File: src/rtl/prefetch_buffer.sv
// Instruction prefetch buffer: issues sequential word fetches, buffers responses
// in a small FIFO and hands {instruction, PC} to the IF stage; redirects flush stale data.
module prefetch_buffer #(
  parameter int                    WORD_WIDTH      = 32,
  parameter int                    DEPTH           = 4,
  parameter int                    MAX_OUTSTANDING = 2,
  parameter logic [WORD_WIDTH-1:0] BOOT_ADDR       = '0
) (
  input  logic                  clk,
  input  logic                  rst_n,
  input  logic                  fetch_en_i,
  output logic                  instr_req_o,
  output logic [WORD_WIDTH-1:0] instr_addr_o,
  input  logic                  instr_gnt_i,
  input  logic                  instr_rvalid_i,
  input  logic [WORD_WIDTH-1:0] instr_rdata_i,
  input  logic                  branch_i,
  input  logic [WORD_WIDTH-1:0] branch_addr_i,
  output logic                  valid_o,
  output logic [WORD_WIDTH-1:0] rdata_o,
  output logic [WORD_WIDTH-1:0] addr_o,
  input  logic                  ready_i
);

  localparam int PW = (DEPTH > 1) ? $clog2(DEPTH) : 1;
  localparam int CW = PW + 1;
  // Wide enough for MAX_OUTSTANDING plus one held-but-ungranted request.
  localparam int OW = $clog2(MAX_OUTSTANDING + 2);
  localparam int SW = ((CW > OW) ? CW : OW) + 1;

  logic                  req_reg, req_next;
  logic [WORD_WIDTH-1:0] fetch_addr_reg, fetch_addr_next;
  logic [WORD_WIDTH-1:0] target_reg, target_next;
  logic                  redirect_reg, redirect_next;
  logic [WORD_WIDTH-1:0] ret_addr_reg, ret_addr_next;
  logic [OW-1:0]         outstanding_reg, outstanding_next;
  logic [OW-1:0]         drop_reg, drop_next;
  logic [CW-1:0]         count_reg, count_next;
  logic [PW-1:0]         wr_ptr_reg, wr_ptr_next;
  logic [PW-1:0]         rd_ptr_reg, rd_ptr_next;
  logic [SW-1:0]         occupancy_next;

  logic [WORD_WIDTH-1:0] data_mem [DEPTH];
  logic [WORD_WIDTH-1:0] pc_mem   [DEPTH];
  logic [DEPTH-1:0]      wr_sel;

  logic                  gnt_acc;
  logic                  hold;
  logic                  push;
  logic                  pop;
  logic [WORD_WIDTH-1:0] branch_target;

  assign branch_target = {branch_addr_i[WORD_WIDTH-1:2], 2'b00};
  assign gnt_acc       = req_reg & instr_gnt_i;
  assign hold          = req_reg & ~instr_gnt_i;
  assign pop           = valid_o & ready_i;
  assign push          = instr_rvalid_i & ~branch_i & (drop_reg == '0);

  assign instr_req_o  = req_reg;
  assign instr_addr_o = fetch_addr_reg;
  assign valid_o      = (count_reg != '0) & ~branch_i;
  assign rdata_o      = data_mem[rd_ptr_reg];
  assign addr_o       = pc_mem[rd_ptr_reg];

  // Counters, FIFO bookkeeping and request decision.
  always_comb begin
    outstanding_next = outstanding_reg + OW'(gnt_acc) - OW'(instr_rvalid_i);

    // Everything in flight after a branch is stale, including a held request
    // that has not been granted yet; the count replaces any previous one.
    drop_next = drop_reg;
    if (branch_i) begin
      drop_next = outstanding_next + OW'(hold);
    end else if (instr_rvalid_i && (drop_reg != '0)) begin
      drop_next = drop_reg - OW'(1);
    end

    count_next  = count_reg;
    wr_ptr_next = wr_ptr_reg;
    rd_ptr_next = rd_ptr_reg;
    if (branch_i) begin
      count_next  = '0;
      wr_ptr_next = '0;
      rd_ptr_next = '0;
    end else begin
      count_next  = count_reg + CW'(push) - CW'(pop);
      wr_ptr_next = wr_ptr_reg + PW'(push);
      rd_ptr_next = rd_ptr_reg + PW'(pop);
    end

    occupancy_next = SW'(count_next) + SW'(outstanding_next);
    req_next = hold |
               (fetch_en_i &&
                (outstanding_next < OW'(MAX_OUTSTANDING)) &&
                (occupancy_next < SW'(DEPTH)));
  end

  // Fetch address: a held request keeps its address; the redirect target is
  // applied at the grant of that request instead of the usual increment.
  always_comb begin
    fetch_addr_next = fetch_addr_reg;
    redirect_next   = redirect_reg;
    target_next     = branch_i ? branch_target : target_reg;
    if (gnt_acc) begin
      redirect_next = 1'b0;
      if (branch_i) begin
        fetch_addr_next = branch_target;
      end else if (redirect_reg) begin
        fetch_addr_next = target_reg;
      end else begin
        fetch_addr_next = fetch_addr_reg + WORD_WIDTH'(4);
      end
    end else if (branch_i) begin
      if (req_reg) begin
        redirect_next = 1'b1;
      end else begin
        fetch_addr_next = branch_target;
      end
    end

    ret_addr_next = ret_addr_reg;
    if (branch_i) begin
      ret_addr_next = branch_target;
    end else if (push) begin
      ret_addr_next = ret_addr_reg + WORD_WIDTH'(4);
    end
  end

  always_ff @(posedge clk or negedge rst_n) begin
    if (!rst_n) begin
      req_reg         <= 1'b0;
      fetch_addr_reg  <= BOOT_ADDR;
      target_reg      <= BOOT_ADDR;
      redirect_reg    <= 1'b0;
      ret_addr_reg    <= BOOT_ADDR;
      outstanding_reg <= '0;
      drop_reg        <= '0;
      count_reg       <= '0;
      wr_ptr_reg      <= '0;
      rd_ptr_reg      <= '0;
    end else begin
      req_reg         <= req_next;
      fetch_addr_reg  <= fetch_addr_next;
      target_reg      <= target_next;
      redirect_reg    <= redirect_next;
      ret_addr_reg    <= ret_addr_next;
      outstanding_reg <= outstanding_next;
      drop_reg        <= drop_next;
      count_reg       <= count_next;
      wr_ptr_reg      <= wr_ptr_next;
      rd_ptr_reg      <= rd_ptr_next;
    end
  end

  for (genvar gi = 0; gi < DEPTH; gi++) begin : g_wr_sel
    assign wr_sel[gi] = push & (wr_ptr_reg == PW'(gi));
  end

  // Storage is reset so the head reads as {0, BOOT_ADDR} out of reset.
  always_ff @(posedge clk or negedge rst_n) begin
    if (!rst_n) begin
      for (int i = 0; i < DEPTH; i++) begin
        data_mem[i] <= '0;
        pc_mem[i]   <= BOOT_ADDR;
      end
    end else begin
      for (int i = 0; i < DEPTH; i++) begin
        if (wr_sel[i]) begin
          data_mem[i] <= instr_rdata_i;
          pc_mem[i]   <= ret_addr_reg;
        end
      end
    end
  end

endmodule

File: config.mk
export PLATFORM = sky130hd
export DESIGN_NAME = prefetch_buffer
export DESIGN_NICKNAME = d
export VERILOG_FILES = /design/src/rtl/prefetch_buffer.sv
export SDC_FILE = /design/constraint.sdc
export NUM_CORES = 1
export LEC_CHECK = 0
export CAP_MARGIN = 5
export CELL_PAD_IN_SITES_DETAIL_PLACEMENT = 1
export CELL_PAD_IN_SITES_GLOBAL_PLACEMENT = 1
export CORE_UTILIZATION = 42
export CTS_CLUSTER_DIAMETER = 40
export DETAILED_ROUTE_END_ITERATION = 10
export PLACE_DENSITY_LB_ADDON = 0.1
export SKIP_LAST_GASP = 1
export SLEW_MARGIN = 20
export SYNTH_ARGS = -nofsm -noshare
export SYNTH_HDL_FRONTEND = slang
export SYNTH_SLANG_ARGS = --single-unit
File: constraint.sdc
create_clock -name clk -period 7.1 [get_ports clk]
set_input_delay 1.42 -clock clk [delete_from_list [all_inputs] [get_ports clk]]
set_output_delay 1.42 -clock clk [all_outputs]
set_load 0.005 [all_outputs]
Yosys cells after proc, flatten, opt, wreduce, memory -nomap -nowiden
Cells that the tools add are included.

cells by class
  add/subtract/negate cells = 11
  magnitude comparators = 3
  equal/unequal tests = 4
  mux-type cells = 21
  bitwise logic cells = 14
  reductions and logical operators = 13

operator list
  kind                                                                     number
  32-bit two-way mux                                                       11
  32-bit binary-select mux with 2-bit select                               2
  32-bit by 3-bit adder with 32-bit output, second input constant          2
  1-bit AND                                                                10
  2-bit nonzero test                                                       5
  2-bit by 1-bit adder with 2-bit output                                   4
  2-bit two-way mux                                                        4
  3-bit by 2-bit adder with 4-bit output                                   1
  2-bit == test, second input constant                                     2
  2-bit logical NOT                                                        2
  4-bit by 3-bit < comparator with 1-bit output, second input constant     1
  2-bit AND reduction                                                      2
  3-bit by 1-bit adder with 3-bit output                                   1
  3-bit >= comparator, second input constant                               1
  1-bit logical AND                                                        3
  1-bit two-way mux                                                        3
  3-bit two-way mux                                                        1
  2-bit inverter with 3-bit output                                         1
  3-bit nonzero test                                                       1
  3-bit by 1-bit subtractor with 3-bit output                              1
  2-bit by 1-bit == test with 1-bit output, second input constant          1
  2-bit < comparator, second input constant                                1
  2-bit by 1-bit inequality test with 1-bit output, second input constant  1
  1-bit inverter                                                           2
  other kinds (3)                                                          3

word-level totals
  register bits = 363
  bits of input ports = 71
  output and inout bits = 98
  logic and storage cells = 84

Depth between registers and ports, before layout
Gate-level depths: netlist of run 1.

  depth in word-level cells = 10
  depth in mapped cells = 15
  mapped depth without buffers = 15

Worst setup path after synthesis of run 1
Ideal clock, no wire load.

  path type = input port to flip-flop
  start point = input branch_i
  end point = register req_reg (netlist: instr_req_o)
  setup time = 0.083 ns
  arrival time = 4.112 ns
  data required time = 7.017 ns
  path slack = 2.905 ns
  cell stages on the path = 15
  path buffers = 3
  cells stage by stage = clkbuf_1 > clkbuf_1 > clkbuf_1 > nor2_1 > and2_1 > ha_1 > inv_1 > ha_1 > inv_1 > fa_1 > nor2_1 > ha_1 > a31oi_1 > nand3b_1 > o21ai_0

between the ends
  elaborated cells between the ends (all ways) = 12
  classes of those cells = add/sub: 3; order compare: 1; mux: 1; bitwise: 6; reduce/logical: 1

RTL lines
  what                                           line  text
  from (decl)                                    17    input logic branch_i,
  1-bit inverter                                 61    assign valid_o = (count_reg != '0) & ~branch_i;
  1-bit AND                                      61
  net valid_o                                    19    output logic valid_o,
  1-bit AND                                      56    assign pop = valid_o & ready_i;
  3-bit by 1-bit subtractor with 3-bit output    86    count_next = count_reg + CW'(push) - CW'(pop);
  3-bit two-way mux                              81    if (branch_i) begin
  net count_next[1]                              38    logic [CW-1:0] count_reg, count_next;
  3-bit by 2-bit adder with 4-bit output         91    occupancy_next = SW'(count_next) + SW'(outstanding_next);
  4-bit by 3-bit < comparator with 1-bit output  95    (occupancy_next < SW'(DEPTH)));
  1-bit logical AND                              94    (outstanding_next < OW'(MAX_OUTSTANDING)) &&
  1-bit bitwise OR                               92    req_next = hold |
  net req_next                                   31    logic req_reg, req_next;
  to (signal assigned)                           142   req_reg <= req_next;
  to (decl)                                      31

The timed path passes the listed nets, and every way through them passes these cells.
A chain may end at the register's enable or synchronous reset.

Worst setup path in the final report of run 1
  start point = register rd_ptr_reg[1]
  end point = output addr_o[13]

between the ends
  longest elaborated chain between the ends = 4

ends and longest elaborated chain
  what                                                    line  text
  from (decl)                                             40    logic [PW-1:0] rd_ptr_reg, rd_ptr_next;
  from (signal assigned)                                  151   rd_ptr_reg <= rd_ptr_next;
  2-bit inverter with 3-bit output (not written as such)  63    assign addr_o = pc_mem[rd_ptr_reg];
  32-bit binary-select mux with 2-bit select              63
  32-bit two-way mux (not written as such) (2 in a row)   63
  to (decl)                                               21    output logic [WORD_WIDTH-1:0] addr_o,

No other way between the ends. The select of a mux whose other input is x is not followed.

==> results.json, run 1 <==
{
  "syn_area_per_cell_um2": 13.0,
  "p_leak_nw": 8.85,
  "synth_edf_count": 0,
  "vias": 10562,
  "status": "finished, final reports clean",
  "cts_root_buffer": "clkbuf_16",
  "synth_seq_area_share_pct": 54.6,
  "holdPathStages": 2,
  "post-cts-setup-buffers": 0,
  "hold_path_class": "flip-flop to flip-flop",
  "grt_pass1_vias": 11726,
  "busiest_layer": "met2",
  "syn_area_um2": 16100,
  "grt_max_degree": 162,
  "fp.dieH_um": 198,
  "critPathKind": "flip-flop to output port",
  "fmax_mhz": 222,
  "io_buffer_count": 162,
  "final_max_slew_viol_count": 0,
  "power.density_nw_per_um2": 384,
  "cts_tree": "built",
  "swShare_pct": 28.2,
  "drc": 0,
  "cp-end-kind": "output port",
  "critPathMaxFanout": 33,
  "synthMuxAreaShare_pct": 25.8,
  "largest_reg_flops": 128,
  "peakVddDrop_mv": 0.201,
  "synth_seq_cells": 351,
  "ctsHoldBuffers": 0,
  "nNetsFinal": 1467,
  "yosysWarnings": 0,
  "numCtsBuffers": 56,
  "drtIter0Drc": 435,
  "io_pins": 169,
  "rows": 71,
  "finalHoldViolations": 0,
  "grt_use_met1_pct": 30.1,
  "p_seq_share_pct": 36.8,
  "postCtsResizedCells": 0,
  "antenna_left": 0,
  "cts_buffer_depth": 3,
  "dieArea_um2": 39100,
  "die_w_um": 198,
  "setup_violations": 0,
  "period_minus_slack_ns": 4.51,
  "finalCritPeriodShare_pct": 63.5,
  "core-area_um2": 37700,
  "area_growth_pct": 25.6,
  "multi_input_area_um2": 6820,
  "syn_inst": 1233,
  "ff_latch_area_um2": 8790,
  "wire_per_inst_um": 20.9,
  "cap_violations": 0,
  "routed_via_density": 5.44,
  "regMostFlops": "data_mem",
  "r2r_cells": 15,
  "clkPwrFrac_pct": 37.8,
  "setup_tns_ns": 0,
  "power_report.internal_total_mw": 5.57,
  "fin_skew_ns": 0.0200,
  "dpl.hpwl_mm": 25.3,
  "synthXorXnorAreaFrac_pct": 2.89,
  "drive_gt1_share_pct": 30.1,
  "reg.largest.list": "data_mem x128, pc_mem x120",
  "grt.total_usage_pct": 21.8,
  "rsz0062_at_grt": "false",
  "clk_pin_slew_ns": 0.06,
  "maxSlewHeadroom_pct": 29.7,
  "synthSimpleGateAreaFrac_pct": 6.74,
  "grt_first_pass_wirelength_mm": 66.2,
  "async_reset_ff_share_pct": 100,
  "num_antenna_cells": 0,
  "worstMarginPinSlew_ns": 1.05,
  "nFillCells": 3790,
  "start_util_pct": 42.7,
  "routed_wl_mm": 40.7,
  "clock_latency_ns": 0.59,
  "required_ns": 5.68,
  "synth_compound_area_share_pct": 5.66,
  "use_met3_pct": 3.65,
  "gp_congestion": 0.811,
  "synth-adder-area-share_pct": 0.980,
  "overflow": 0,
  "worst_hold_slack_ns": 0.482,
  "combPwrFrac_pct": 25.4,
  "antenna_found_initial": 0,
  "arrival_ns": 3.09,
  "firstDrtPassIters": 4,
  "ys_types": 50,
  "startpoint_type": "flip-flop",
  "htreeDepth": 2,
  "met2_usage_pct": 35.1,
  "synth_top_family_by_area": "multiplexers",
  "synth_ff_type": "dfrtp_1",
  "clock-sinks": 351,
  "p_switching_mw": 2.19
}
[power by group through the flow]
stage          logic, mW  registers [mW]  clock network [mW]
6_report            1.97            2.86                2.93
2_1_floorplan       1.14            2.70                   0
4_1_cts             1.98            2.88                3.00
3_5_place_dp        1.97            2.91                   0
5_1_grt             2.17            2.93                3.08
3_3_place_gp        1.93            2.89                   0
[through the flow]
step | worst slack, ns | util, % | instance area (µm²) | power [mW] | cells
floorplan | 2.91 | - | 16100 | 3.84 | 1236
global placement | 2.56 | 48.2 | 18100 | 4.81 | 1836
detailed placement | 2.46 | 48.2 | 18100 | 4.88 | 1836
CTS | 2.29 | 53.6 | 20200 | 7.87 | 1940
global route | 2.47 | 53.6 | 20200 | 8.18 | 1941
finish | 2.59 | 53.6 | 20200 | 7.76 | 1941
[layer usage]
metal	vias up	share of wire [%]
met4	0	2.1
li1	4785	-
met5	-	0
met1	5500	46
met2	218	48
met3	59	4.0
[cells by family after synthesis]
kind of cell,after synthesis
adder cells (fa/ha/maj),12
flip-flops,351
multiplexers,307
AO/OA/AOI/OAI,158
AND/OR/NAND/NOR,221
buffers and inverters,130
other,1
XOR/XNOR,53
[Yosys cell counts, types with 24 or more instances]
library cell / n / share of area, %
mux2_2: 243 / 17
nand3_1: 26 / 0.81
clkbuf_1: 55 / 1.3
mux4_2: 62 / 8.7
o21ai_0: 97 / 3.0
nand2_1: 74 / 1.7
inv_1: 45 / 1.0
xor2_1: 29 / 1.6
nor2_1: 38 / 0.89
xnor2_1: 24 / 1.3
nor3_1: 25 / 0.78
dfrtp_1: 351 / 55
[worst max-delay path, cell delays in order (launching register included)]
cell	delay (ns)
dfrtp_2	1.00
buf_4	0.58
mux4_2	0.39
clkdlybuf4s50_1	0.52
[final timing paths]
kind | slack (ns) | to | from
worst max register to register | 3.84 | instr_req_o | drop_reg[0]
worst min-delay path | 0.48 | pc_mem[20] | pc_mem[20]
min in group asynchronous | 0.89 | data_mem[99] | rst_n
worst min register to register | 0.48 | pc_mem[20] | pc_mem[20]
worst max-delay path | 2.59 | addr_o[13] | rd_ptr_reg[1]
max in group asynchronous | 4.77 | target_reg[7] | rst_n
[layout make-up]
cell class / count / share of cell area, %
multi-input cells: 755 / 33.8
well taps: 511 / 3.16
clock buffers: 67 / 7.54
flip-flops and latches: 351 / 43.5
repair buffers: 174 / 8.66
clock inverters: 37 / 2.53
inverters: 46 / 0.854
[layout by cell type (no fill, tap or decap), types with 4 or more instances in the layout]
| master | n |
|---|---|
| nand4_1 | 18 |
| nand3_1 | 25 |
| o21a_1 | 5 |
| nor4_1 | 8 |
| conb_1 | 4 |
| clkinvlp_4 | 6 |
| and4_1 | 5 |
| o21ai_0 | 97 |
| a21oi_1 | 11 |
| inv_1 | 45 |
| nor2_1 | 37 |
| clkbuf_16 | 57 |
| clkbuf_1 | 4 |
| nor2b_1 | 4 |
| dfrtp_1 | 349 |
| a31oi_1 | 6 |
| a221oi_1 | 11 |
| clkdlybuf4s50_1 | 160 |
| o22ai_1 | 10 |
| nand2_1 | 74 |
| clkinv_4 | 5 |
| buf_4 | 10 |
| mux2_2 | 243 |
| o211ai_1 | 4 |
| nor3_1 | 24 |
| xnor2_1 | 24 |
| and3_1 | 5 |
| bufinv_16 | 10 |
| inv_6 | 8 |
| clkbuf_8 | 6 |
| ha_1 | 11 |
| clkinv_2 | 6 |
| xor2_1 | 29 |
| mux4_2 | 62 |
No activity file was read; power rests on OpenSTA's default activity.
==> run 2: changes to the inputs <==
Clock period 7.1 ns to 4.6 ns, I/O delays scaled along.
==> run 2 against run 1 <==
Effect of this change: core utilization grew 0.28 points; wire length grew 1.5%; cell count grew 0.77%; first-iteration DRC count shrank 14%; clock skew grew 0.0058 ns; clock power grew 47%; largest cell class unchanged; highest routed layer unchanged.
==> results.json, run 2 (synthesis gave the netlist of run 1 again) <==
{
  "core-area_um2": 37700,
  "combPwrFrac_pct": 26.5,
  "drtIter0Drc": 372,
  "fin_total_pwr_mw": 11.8,
  "grt_first_pass_wirelength_mm": 66.7,
  "post-cts-setup-buffers": 0,
  "grt_pass1_vias": 11796,
  "clk_pin_slew_ns": 0.06,
  "swShare_pct": 29.0,
  "postCtsResizedCells": 0,
  "p_seq_share_pct": 37.1,
  "rrSetupSlack_ns": 1.19,
  "p_leak_nw": 8.90,
  "critPathMaxFanout": 23,
  "r2r-start": "drop_reg[0]",
  "wire_per_inst_um": 21.1,
  "antenna_found_initial": 0,
  "final_common_cell": "dfrtp_1",
  "setup_violations": 0,
  "clock-sinks": 351,
  "cap_violations": 0,
  "vias": 10662,
  "nFillCells": 3808,
  "p_switching_mw": 3.43,
  "numCtsBuffers": 57,
  "grt_max_degree": 100,
  "dieArea_um2": 39100,
  "maxSlewHeadroom_pct": 31.3,
  "r2r_cells": 15,
  "clkPwrFrac_pct": 36.5,
  "ctsHoldBuffers": 0,
  "fp.dieH_um": 198,
  "start_util_pct": 42.7,
  "startpoint_type": "flip-flop",
  "routed_via_density": 5.45,
  "io_pins": 169,
  "worstMarginPinSlew_ns": 1.02,
  "setup_tns_ns": 0,
  "cts_root_buffer": "clkbuf_16",
  "r2r-end": "instr_req_o",
  "required_ns": 3.68,
  "cp-end-kind": "output port",
  "reg.largest.list": "data_mem x128, pc_mem x120",
  "hold_path_class": "input port to async pin",
  "clock_latency_ns": 0.60,
  "die_w_um": 198,
  "antenna_left": 0,
  "rows": 71,
  "period_minus_slack_ns": 3.72,
  "finalCritPeriodShare_pct": 80.9,
  "num_antenna_cells": 0,
  "overflow": 0,
  "cts_tree": "built",
  "rsz0062_at_grt": "false",
  "dpl.hpwl_mm": 26.4,
  "fin_skew_ns": 0.0258,
  "fmax_mhz": 269,
  "arrival_ns": 2.80,
  "grt.total_usage_pct": 22.1,
  "power_report.internal_total_mw": 8.39,
  "power.density_nw_per_um2": 582,
  "final_cell_mix": "349 x dfrtp_1, 243 x mux2_2, 160 x clkdlybuf4s50_1",
  "firstDrtPassIters": 4,
  "drc": 0,
  "peakVddDrop_mv": 0.324,
  "critPathKind": "flip-flop to output port",
  "nNetsFinal": 1482,
  "largest_reg_flops": 128,
  "routed_wl_mm": 41.3,
  "cts_buffer_depth": 3,
  "status": "finished, final reports clean",
  "io_buffer_count": 162,
  "final_max_slew_viol_count": 0,
  "htreeDepth": 2,
  "gp_congestion": 0.836,
  "finalHoldViolations": 0,
  "drive_gt1_share_pct": 30.9,
  "regMostFlops": "data_mem",
  "area_growth_pct": 26.3
}
-- run 2: cell count changes in the layout (fill, tap and decap cells not counted), sizes merged --
cell,change
buf,+14
bufinv,-6
clkbuf,+2
clkinv,+3
clkinvlp,+3
inv,-1
-- run 2: critical path, stage by stage (launching register included) --
cell and delay [ns]:
dfrtp_4 0.74, buf_4 0.43, mux4_2 0.57, clkdlybuf4s50_1 0.47
-- run 2: power by group through the flow --
stage          Sequential [mW]  Clock (mW)  Combinational (mW)
2_1_floorplan             4.17           0                1.76
6_report                  4.38        4.31                3.13
4_1_cts                   4.39        4.42                3.19
3_3_place_gp              4.39           0                3.09
3_5_place_dp              4.42           0                3.16
5_1_grt                   4.49        4.53                3.41
-- run 2: worst max path at each step --
stage,start,end,slack [ns],cells past startpoint
global placement,instr_rvalid_i,instr_req_o,0.52,14
global route,instr_rvalid_i,instr_req_o,0.62,14
CTS,rd_ptr_reg[0],addr_o[11],0.73,3
finish,rd_ptr_reg[0],addr_o[11],0.88,3
floorplan,branch_i,instr_req_o,0.91,15
detailed placement,instr_rvalid_i,instr_req_o,0.41,14
-- run 2: through the flow --
step,instances,cell area (µm²),setup slack (ns),utilization [%],hold slack (ns)
floorplan,1236,16100,0.905,-,0.445
global placement,1851,18400,0.516,48.7,0.459
detailed placement,1851,18400,0.414,48.7,0.470
CTS,1956,20300,0.732,53.9,0.365
global route,1956,20300,0.620,53.9,0.376
finish,1956,20300,0.878,53.9,0.337
-- run 2: area by class of cell --
cell class | instances | area (µm²) | share of cell area, %
Clock buffer | 69 | 1580 | 7.80
Multi-Input combinational cell | 755 | 6820 | 33.6
Inverter | 46 | 173 | 0.850
Timing Repair Buffer | 188 | 1930 | 9.51
Clock inverter | 36 | 374 | 1.84
Tap cell | 511 | 639 | 3.15
Sequential cell | 351 | 8790 | 43.3
-- run 2: layer usage --
layer	track usage (%)	wire length [µm]
met4	6.52	947
met2	36.9	20000
met5	0	0
met3	4.21	1750
met1	29.2	18600
